[config.mk]
export PLATFORM = sky130hd
export DESIGN_NAME = spi_frame_decoder
export DESIGN_NICKNAME = d
export VERILOG_FILES = /design/src/rtl/spi_frame_decoder.sv
export SDC_FILE = /design/constraint.sdc
export NUM_CORES = 1
export LEC_CHECK = 0
export ABC_AREA = 1
export BUFFER_PORTS_ARGS = -buffer_cell sky130_fd_sc_hd__buf_2
export CORE_MARGIN = 5
export CORE_UTILIZATION = 49
export DETAILED_ROUTE_END_ITERATION = 10
export PLACE_DENSITY = 0.72
export SKIP_LAST_GASP = 1
export SLEW_MARGIN = 20
export SYNTH_ARGS = -nofsm -noshare
export SYNTH_HDL_FRONTEND = slang
export SYNTH_SLANG_ARGS = --single-unit
[constraint.sdc]
create_clock -name clk_in -period 4.3 [get_ports clk_in]
set_input_delay 1.29 -clock clk_in [delete_from_list [all_inputs] [get_ports clk_in]]
set_output_delay 1.29 -clock clk_in [all_outputs]
set_load 0.01 [all_outputs]
[src/rtl/spi_frame_decoder.sv]
// SPI slave frame decoder: MSB-first opcode/payload bytes become register writes, command
// pulses and feedback readbacks, with an inactivity timeout and silent abort on cs_n high.
module spi_frame_decoder #(
  parameter int unsigned ADDR_W         = 5,
  parameter int unsigned DATA_BYTES     = 2,
  parameter int unsigned FB_BYTES       = 4,
  parameter logic [7:0]  READ_OPCODE    = 8'hAB,
  parameter int unsigned TIMEOUT_CYCLES = 1000,
  parameter int unsigned SYNC_STAGES    = 2
) (
  input  logic                    clk_in,
  input  logic                    sys_rst,
  input  logic                    sclk,
  input  logic                    mosi,
  input  logic                    cs_n,
  output logic                    miso,
  output logic                    wr_valid,
  output logic [ADDR_W-1:0]       wr_addr,
  output logic [8*DATA_BYTES-1:0] wr_data,
  output logic                    cmd_valid,
  output logic [6:0]              cmd_code,
  output logic                    fb_req,
  input  logic [8*FB_BYTES-1:0]   fb_data,
  output logic                    frame_err
);

  localparam int unsigned DW       = 8 * DATA_BYTES;
  localparam int unsigned FW       = 8 * FB_BYTES;
  localparam int unsigned MaxBytes = (DATA_BYTES > FB_BYTES) ? DATA_BYTES : FB_BYTES;
  localparam int unsigned BcW      = $clog2(MaxBytes + 1);
  localparam int unsigned TcW      = $clog2(TIMEOUT_CYCLES + 1);

  typedef enum logic [1:0] {StIdle, StPayload, StRead} state_e;

  logic [SYNC_STAGES-1:0] sclk_sync_q, mosi_sync_q, csn_sync_q;
  logic                   sclk_prev_q;

  // cs_n synchroniser resets to the deselected level
  always_ff @(posedge clk_in or posedge sys_rst) begin
    if (sys_rst) begin
      sclk_sync_q <= '0;
      mosi_sync_q <= '0;
      csn_sync_q  <= '1;
      sclk_prev_q <= 1'b0;
    end else begin
      sclk_sync_q <= (sclk_sync_q << 1) | SYNC_STAGES'(sclk);
      mosi_sync_q <= (mosi_sync_q << 1) | SYNC_STAGES'(mosi);
      csn_sync_q  <= (csn_sync_q << 1) | SYNC_STAGES'(cs_n);
      sclk_prev_q <= sclk_sync_q[SYNC_STAGES-1];
    end
  end

  state_e          state_q;
  logic [2:0]      bit_cnt_q;
  logic [BcW-1:0]  byte_cnt_q;
  logic [TcW-1:0]  idle_cnt_q;
  logic [6:0]      rx_q;
  logic [FW-2:0]   tx_q;
  logic [DW-1:0]   pay_q;
  logic [ADDR_W-1:0] addr_q;
  logic            miso_q, wr_valid_q, cmd_valid_q, fb_req_q, frame_err_q;
  logic [ADDR_W-1:0] wr_addr_q;
  logic [DW-1:0]   wr_data_q;
  logic [6:0]      cmd_code_q;

  logic          sclk_s, mosi_s, cs_hi, rise, byte_done, active, timeout;
  logic [7:0]    rx_byte;
  logic [DW-1:0] pay_next;

  always_comb begin
    sclk_s    = sclk_sync_q[SYNC_STAGES-1];
    mosi_s    = mosi_sync_q[SYNC_STAGES-1];
    cs_hi     = csn_sync_q[SYNC_STAGES-1];
    rise      = sclk_s & ~sclk_prev_q;
    rx_byte   = {rx_q, mosi_s};
    byte_done = rise && (bit_cnt_q == 3'd7);
    active    = (state_q != StIdle) || (bit_cnt_q != 3'd0);
    timeout   = active && !rise && (idle_cnt_q == TcW'(TIMEOUT_CYCLES - 1));
    pay_next  = pay_q;
    pay_next[{byte_cnt_q, 3'b000} +: 8] = rx_byte;
  end

  always_ff @(posedge clk_in or posedge sys_rst) begin
    if (sys_rst) begin
      state_q     <= StIdle;
      bit_cnt_q   <= '0;
      byte_cnt_q  <= '0;
      idle_cnt_q  <= '0;
      rx_q        <= '0;
      tx_q        <= '0;
      pay_q       <= '0;
      addr_q      <= '0;
      miso_q      <= 1'b0;
      wr_valid_q  <= 1'b0;
      wr_addr_q   <= '0;
      wr_data_q   <= '0;
      cmd_valid_q <= 1'b0;
      cmd_code_q  <= '0;
      fb_req_q    <= 1'b0;
      frame_err_q <= 1'b0;
    end else begin
      wr_valid_q  <= 1'b0;
      cmd_valid_q <= 1'b0;
      fb_req_q    <= 1'b0;
      frame_err_q <= 1'b0;
      if (cs_hi || timeout) begin
        // cs_n high wins over any coincident edge; only the timeout reports an error
        state_q     <= StIdle;
        bit_cnt_q   <= '0;
        byte_cnt_q  <= '0;
        idle_cnt_q  <= '0;
        rx_q        <= '0;
        miso_q      <= 1'b0;
        frame_err_q <= !cs_hi;
      end else begin
        if (rise || !active) idle_cnt_q <= '0;
        else                 idle_cnt_q <= idle_cnt_q + TcW'(1);
        if (rise) begin
          bit_cnt_q <= bit_cnt_q + 3'd1;
          rx_q      <= rx_byte[6:0];
          case (state_q)
            StIdle: begin
              if (byte_done) begin
                if (rx_byte == READ_OPCODE) begin
                  tx_q       <= fb_data[FW-2:0];
                  miso_q     <= fb_data[FW-1];
                  fb_req_q   <= 1'b1;
                  byte_cnt_q <= '0;
                  state_q    <= StRead;
                end else if (rx_byte[7]) begin
                  addr_q     <= rx_byte[ADDR_W-1:0];
                  byte_cnt_q <= '0;
                  state_q    <= StPayload;
                end else begin
                  cmd_valid_q <= 1'b1;
                  cmd_code_q  <= rx_byte[6:0];
                end
              end
            end
            StPayload: begin
              if (byte_done) begin
                if (byte_cnt_q == BcW'(DATA_BYTES - 1)) begin
                  wr_valid_q <= 1'b1;
                  wr_addr_q  <= addr_q;
                  wr_data_q  <= pay_next;
                  byte_cnt_q <= '0;
                  state_q    <= StIdle;
                end else begin
                  pay_q      <= pay_next;
                  byte_cnt_q <= byte_cnt_q + BcW'(1);
                end
              end
            end
            StRead: begin
              // next bit appears a few clk after the rising edge, ahead of the master's
              // falling-edge sample
              tx_q   <= {tx_q[FW-3:0], 1'b0};
              miso_q <= tx_q[FW-2];
              if (byte_done) begin
                if (byte_cnt_q == BcW'(FB_BYTES - 1)) begin
                  miso_q     <= 1'b0;
                  byte_cnt_q <= '0;
                  state_q    <= StIdle;
                end else begin
                  byte_cnt_q <= byte_cnt_q + BcW'(1);
                end
              end
            end
            default: state_q <= StIdle;
          endcase
        end
      end
    end
  end

  assign miso      = miso_q;
  assign wr_valid  = wr_valid_q;
  assign wr_addr   = wr_addr_q;
  assign wr_data   = wr_data_q;
  assign cmd_valid = cmd_valid_q;
  assign cmd_code  = cmd_code_q;
  assign fb_req    = fb_req_q;
  assign frame_err = frame_err_q;

endmodule

==> results of run 1 <==
layer usage:
metal	part of all wire (%)	wire length (µm)	vias to the layer above	GRT usage (%)
li1	-	-	2149	-
met1	45	5330	2094	24.9
met2	49	5810	137	30.1
met3	5.2	618	19	5.34
met4	1.7	205	0	8.12
met5	0	0	-	0
final cells by class:
type                            count  area [µm²]
Clock buffer                       19         453
Clock inverter                     12         179
Fill cell                         953        4390
Inverter                           57         218
Multi-Input combinational cell    422        2210
Sequential cell                   117        2930
Tap cell                          140         175
Timing Repair Buffer               72         380
sequential cells by signal (all words and copies together) (netlist names):
signal	cells
addr_q	5
bit_cnt_q	3
byte_cnt_q	3
cmd_code	7
cmd_valid	1
csn_sync_q	2
fb_req	1
frame_err	1
idle_cnt_q	10
miso	1
mosi_sync_q	2
pay_q	16
rx_q	7
sclk_prev_q	1
sclk_sync_q	2
state_q	2
tx_q	31
wr_addr	5
wr_data	16
wr_valid	1
final timing paths:
check / slack, ps / depth (start not counted) / end
min: 350 / 0 / sclk_sync_q[1]
max: 1220 / 10 / tx_q[13]
max reg2reg: 1220 / 10 / tx_q[13]
min reg2reg: 350 / 0 / sclk_sync_q[1]
max in group asynchronous: 2800 / 3 / tx_q[6]
min in group asynchronous: 1030 / 3 / cmd_code[4]
worst register-to-register path, cell delays in order, from the launching register on:
cell and delay, ps:
dfrtp_1 400, inv_1 90, ha_1 380, nand3_2 140, nand2_1 100, inv_2 50
a21oi_2 400, nand2_2 540, nor2_8 610, o211ai_1 180, nand2_1 100
kinds of logic (layout without fill, tap and decap cells):
logic type / count (synthesis) / count (layout) / share of synthesized area [%]
AOI/OAI and AO/OA: 124 / 124 / 13.8
DFF: 117 / 117 / 53.0
buffers and inverters: 88 / 160 / 7.17
and+or+nand+nor: 281 / 281 / 22.5
adders and majority gates: 13 / 13 / 2.94
xor gates and xnor gates: 4 / 4 / 0.633
per-stage QoR:
step           utilization (%)  power (mW)  setup slack, ps
2_1_floorplan                -        1.71             1580
3_3_place_gp              54.0        1.80             1490
3_5_place_dp              54.0        1.83             1350
4_1_cts                   59.8        3.35             1320
5_1_grt                   59.9        3.51             1010
6_report                  59.9        3.33             1220
cell usage in the layout, fill, tap and decap left out, drive strengths merged, types with 19 or more instances in the layout:
master  instances
buf            72
clkbuf         19
dfrtp         115
inv            56
nand2         174
nand3          25
nor2           39
o211ai         28
o21ai          74
or2            29
power by group through the flow:
| stage | Clock (mW) | Sequential, mW | Combinational, mW |
|---|---|---|---|
| 6_report | 1.50 | 1.35 | 0.474 |
| 5_1_grt | 1.59 | 1.37 | 0.552 |
| 2_1_floorplan | 0 | 1.34 | 0.373 |
| 3_3_place_gp | 0 | 1.36 | 0.445 |
| 4_1_cts | 1.52 | 1.35 | 0.470 |
| 3_5_place_dp | 0 | 1.36 | 0.468 |
==> out/qor.csv, run 1 <==
stage,metric,value,unit
run_status,status,finished clean,
route,# DRC,0,
worst_setup_path,CP Cell Sequence,inv_1 -> ha_1 -> nand3_2 -> nand2_1 -> inv_2 -> a21oi_2 -> nand2_2 -> nor2_8 -> o211ai_1 -> nand2_1,
worst_setup_path,CP endpoint kind,flip-flop,
power,Comb power frac,14.2,%
yosys,Post-synth top cells,"171 x nand2_1, 115 x dfrtp_1, 68 x o21ai_0",
worst_setup_path,type of origin of the critical path,flip-flop,
yosys,top-count cell post-synth,nand2_1,
yosys,Syn Inst Count,627,
timing,hold_ws,350,ps
timing,clock skew,8.17,ps
floorplanning,die height,116,µm
yosys,Mapped Area,5530,µm²
global_route,initial antenna violation count,0,
worst_setup_path,Crit Path Max Fanout,38,
yosys,number of synthesized register bits,117,
worst_hold_path,worst min-delay path class,flip-flop to flip-flop,
worst_setup_path,critical path class,flip-flop to flip-flop,
yosys,synth top area cells,"dfrtp_1 52%, nand2_1 12%, o21ai_0 6.2%",
place,detailed placement HPWL,7720,µm
timing,max-slew violations,0,
floorplanning,placeable core area,10900,µm²
worst_setup_path,Reg2Reg Launch Point,state_q[0],
clocking,later-pin clock latency in the skew report,420,ps
timing,Final Hold Vio Count,0,
clocking,total CTS buffers,17,
worst_setup_path,most frequent CP cell,nand2_1,
worst_setup_path,count of buffer and inverter cells on the critical path,2,
timing,Final TNS setup,0,ps
route,final WL,12000,µm
clocking,"Reg clk slew, reported paths",60,ps
timing,min cycle time layout,3080,ps
clocking,CTS HTree Levels,4,
power,LEAKAGE,3.16,nW
floorplanning,num rows,38,
place,Cells after DPL,808,
route,number of nets still failing antenna checks after routing,0,
clocking,clock root buffer,clkbuf_16,
worst_setup_path,Slowest cell on crit path,nor2_8,
place,DP Area,5910,µm²
power,P_sw,0.910,mW
yosys,Unique masters post-synth,35,
floorplanning,Initial Util,50.6,%
clocking,CTS max path bufs,2,
yosys,async set or reset register ratio after synthesis,100,%
global_route,first-pass GRT wire length,20300,µm
yosys,Mapped Nets,677,
worst_setup_path,Worst Path Required,4650,ps
worst_setup_path,CP peak stage delay,600,ps
clocking,PostCTS Resize Cnt,0,
route,via/cell ratio,5.24,
clocking,Clock Sink Count,117,
yosys,Syn Area/Cell,8.82,µm²
route,starting DRC count in detailed routing,348,
floorplanning,die area,13500,µm²
timing,Slew HR,47.3,%
global_route,vias in the first global route,4372,
clocking,postcts setup bufs,0,
run,max cap viols,0,
yosys,yosys warns,0,
timing,fmax,0.325,GHz
worst_setup_path,Critical Path AT,3420,ps
power,P_int,2.42,mW
timing,RSZ-0062 raised after global routing,no,
clocking,Post-CTS Hold Buffers,0,
power,Flop pwr share,40.6,%
cells_and_area,fin nets,737,
timing,Final setup viols,0,
floorplanning,chip width,116,µm
cells_and_area,design area,6550,µm²
route,average routed wire per standard cell,14.3,µm
timing,slew of the pin with the lowest slew margin,790,ps
cells_and_area,Layout Cells excl Fill,839,
route,DR pass1 iterations,5,
clocking,CTS tree,built,
power,clock power share,45.1,%
global_route,largest net degree at the start of global routing,118,
power,switch share,27.3,%
worst_hold_path,hold path startpoint,sclk_sync_q[0],
route,routed vias,4399,
worst_setup_path,Critical path origin,state_q[0],
cells_and_area,Layout Area Growth over Synthesis,18.4,%
timing,period utilisation layout,71.5,%
place,GPL Wtd Cong,0.840,
yosys,ys flop type,dfrtp_1,
cells_and_area,Ant. Diodes,0,
yosys,post-synth top area share,52.0,%
place,PortBufs,69,
yosys,sequential area share after synthesis,53.0,%
worst_setup_path,Top delay family on crit path,simple AND/OR/NAND/NOR gates,
power,pwr/cell area,508,nW/µm²
floorplanning,Ports,70,
cells_and_area,layout cells sized above 1,23.6,%
power,Peak VDD IR,0.218,mV
global_route,GRT overflow,0,
yosys,cell taking the most area after synthesis,dfrtp_1,
global_route,GRT Total Usage,19.1,%
yosys,"EDFF count, synth",0,
Power figures use the tool's default switching activity.
==> inputs of run 2 (changes only) <==
==> constraint.sdc (replaced) <==
create_clock -name clk_in -period 2.6 [get_ports clk_in]
set_input_delay 0.78 -clock clk_in [delete_from_list [all_inputs] [get_ports clk_in]]
set_output_delay 0.78 -clock clk_in [all_outputs]
set_load 0.01 [all_outputs]
==> run 2 against run 1 <==
Effect of this change:
- core utilization increased by 0.27 points
- clock-buffer cell count unchanged
- via count grew 0.45%
- sequential share of layout area fell by 0.20 points
- highest routed layer unchanged
- worst setup slack got worse by 840 ps
- largest cell class unchanged
- register-to-register slack got worse by 840 ps
- wire length rose by 0.15%
==> out/qor.csv, run 2 (synthesis gave the netlist of run 1 again) <==
stage,metric,value,unit
floorplanning,Initial Util,50.6,%
clocking,postcts setup bufs,0,
clocking,"Reg clk slew, reported paths",50,ps
floorplanning,die height,116,µm
clocking,total CTS buffers,17,
clocking,CTS tree,built,
clocking,Post-CTS Hold Buffers,0,
power,Peak VDD IR,0.519,mV
route,wire length on met3,571,µm
worst_setup_path,critical path class,flip-flop to flip-flop,
cells_and_area,Ant. Diodes,0,
power,Final Power,5.41,mW
clocking,PostCTS Resize Cnt,0,
timing,period utilisation layout,85.3,%
timing,Final setup viols,0,
place,Cells after DPL,816,
timing,hold_ws,348,ps
timing,Final Hold Vio Count,0,
worst_setup_path,type of origin of the critical path,flip-flop,
floorplanning,chip width,116,µm
power,pwr/cell area,823,nW/µm²
worst_setup_path,Slowest cell on crit path,dfrtp_1,
worst_hold_path,worst min-delay path class,flip-flop to flip-flop,
clocking,CTS max path bufs,2,
worst_setup_path,Critical path origin,state_q[0],
worst_setup_path,Worst Path Required,2920,ps
cells_and_area,Top reg by flops,tx_q,
worst_setup_path,Crit Path Max Fanout,11,
route,# DRC,0,
route,met2 routed WL,5910,µm
clocking,CTS HTree Levels,4,
worst_setup_path,CP peak stage delay,400,ps
place,detailed placement HPWL,7950,µm
clocking,later-pin clock latency in the skew report,410,ps
worst_setup_path,Critical Path AT,2540,ps
route,routed vias,4419,
run_status,status,finished clean,
worst_setup_path,Reg2Reg Launch Point,state_q[0],
global_route,first-pass GRT wire length,20600,µm
timing,min cycle time layout,2220,ps
global_route,GRT Total Usage,19.4,%
global_route,initial antenna violation count,0,
timing,fmax,0.451,GHz
route,wl on met1,5350,µm
timing,RSZ-0062 raised after global routing,no,
worst_setup_path,reg2reg path depth,10,
route,final WL,12000,µm
cells_and_area,"commonest cells after routing, fill and taps aside","171 x nand2_1, 115 x dfrtp_1, 69 x buf_2",
worst_setup_path,CP endpoint kind,flip-flop,
floorplanning,die area,13500,µm²
place,PortBufs,69,
floorplanning,placeable core area,10900,µm²
worst_hold_path,Hold Path Stages,0,
timing,max-slew violations,0,
cells_and_area,fin nets,745,
global_route,GRT overflow,0,
route,via/cell ratio,5.21,
route,top layer in use,met4,
floorplanning,num rows,38,
clocking,clock root buffer,clkbuf_16,
run,max cap viols,0,
route,average routed wire per standard cell,14.1,µm
worst_setup_path,crit path capture,idle_cnt_q[7],
cells_and_area,Fill cells,911,
cells_and_area,Storage cell area,2930,µm²
clocking,Clock Sink Count,117,
worst_setup_path,r2r endpoint,idle_cnt_q[7],
timing,Worst Slack Setup Final,383,ps
timing,Slew HR,65.8,%
timing,clock skew,10.4,ps
timing,Final TNS setup,0,ps
cells_and_area,Layout Area Growth over Synthesis,18.9,%
power,LEAKAGE,3.20,nW
global_route,largest net degree at the start of global routing,72,
place,pre-CTS WS,402,ps
route,starting DRC count in detailed routing,405,
cells_and_area,"commonest non-fill, non-tap cell in the layout",nand2_1,
floorplanning,Ports,70,
route,number of nets still failing antenna checks after routing,0,
global_route,vias in the first global route,4412,
route,DR pass1 iterations,5,
cells_and_area,area of the multi-input gates,2210,µm²
cells_and_area,Layout Cells excl Fill,848,
cells_and_area,layout cells sized above 1,24.6,%
worst_setup_path,CP Cell Sequence,inv_1 -> ha_1 -> nand3_2 -> nand2_1 -> inv_2 -> nand2_2 -> nand3_1 -> inv_2 -> nand2_2 -> nor3b_1,
timing,slew of the pin with the lowest slew margin,514,ps
cells_and_area,max reg flops,31,
worst_setup_path,Reg2Reg Setup Slack,380,ps
place,GPL Wtd Cong,0.839,
## run 2: changes by cell type in the layout (fill, tap and decap cells not counted)
cell,delta
clkinvlp_4,-1
bufinv_16,-1
clkinv_2,+3
o21ai_4,-1
o21ai_2,+1
buf_4,+8
## run 2: report_power, final
group	switching, mW	total, mW	internal [mW]
Sequential	0.137	2.24	2.10
Clock	0.829	2.38	1.55
Combinational	0.526	0.799	0.274
Total	1.49	5.41	3.92
## run 2: final cells by class
| cell class | count | area share (%) |
|---|---|---|
| inverter | 57 | 3.31 |
| timing repair buffer | 80 | 6.69 |
| sequential | 117 | 44.5 |
| tap | 140 | 2.66 |
| clock inverter | 13 | 2.38 |
| clock buffer | 19 | 6.88 |
| multi-input combinational | 422 | 33.5 |
## run 2: critical path, delay by kind of cell (launching register included)
family / cells / cell delay [ps]
adders and majority gates: 1 / 350
buffers and inverters: 3 / 320
DFF: 1 / 400
and+or+nand+nor: 6 / 1070
## run 2: layer usage
| metal | track usage [%] | vias to the layer above |
|---|---|---|
| met2 | 31.6 | 92 |
| met4 | 6.81 | 0 |
| met5 | 0 | - |
| li1 | - | 2165 |
| met1 | 24.6 | 2149 |
| met3 | 6.01 | 13 |
## run 2: worst min-delay path by stage
stage                     slack (ps)           start        endpoint
after detailed placement         340  sclk_sync_q[0]  sclk_sync_q[1]
final                            350  sclk_sync_q[0]  sclk_sync_q[1]
after floorplan                  330  mosi_sync_q[0]  mosi_sync_q[1]
after global routing             360   csn_sync_q[0]   csn_sync_q[1]
after global placement           340  sclk_sync_q[0]  sclk_sync_q[1]
after CTS                        350  sclk_sync_q[0]  sclk_sync_q[1]
## run 2: per-stage QoR
stage               utilization (%)  cell area (µm²)
global placement               54.6             5970
floorplan                         -             5540
finish                         60.2             6580
detailed placement             54.6             5970
CTS                            60.2             6580
global route                   60.2             6580
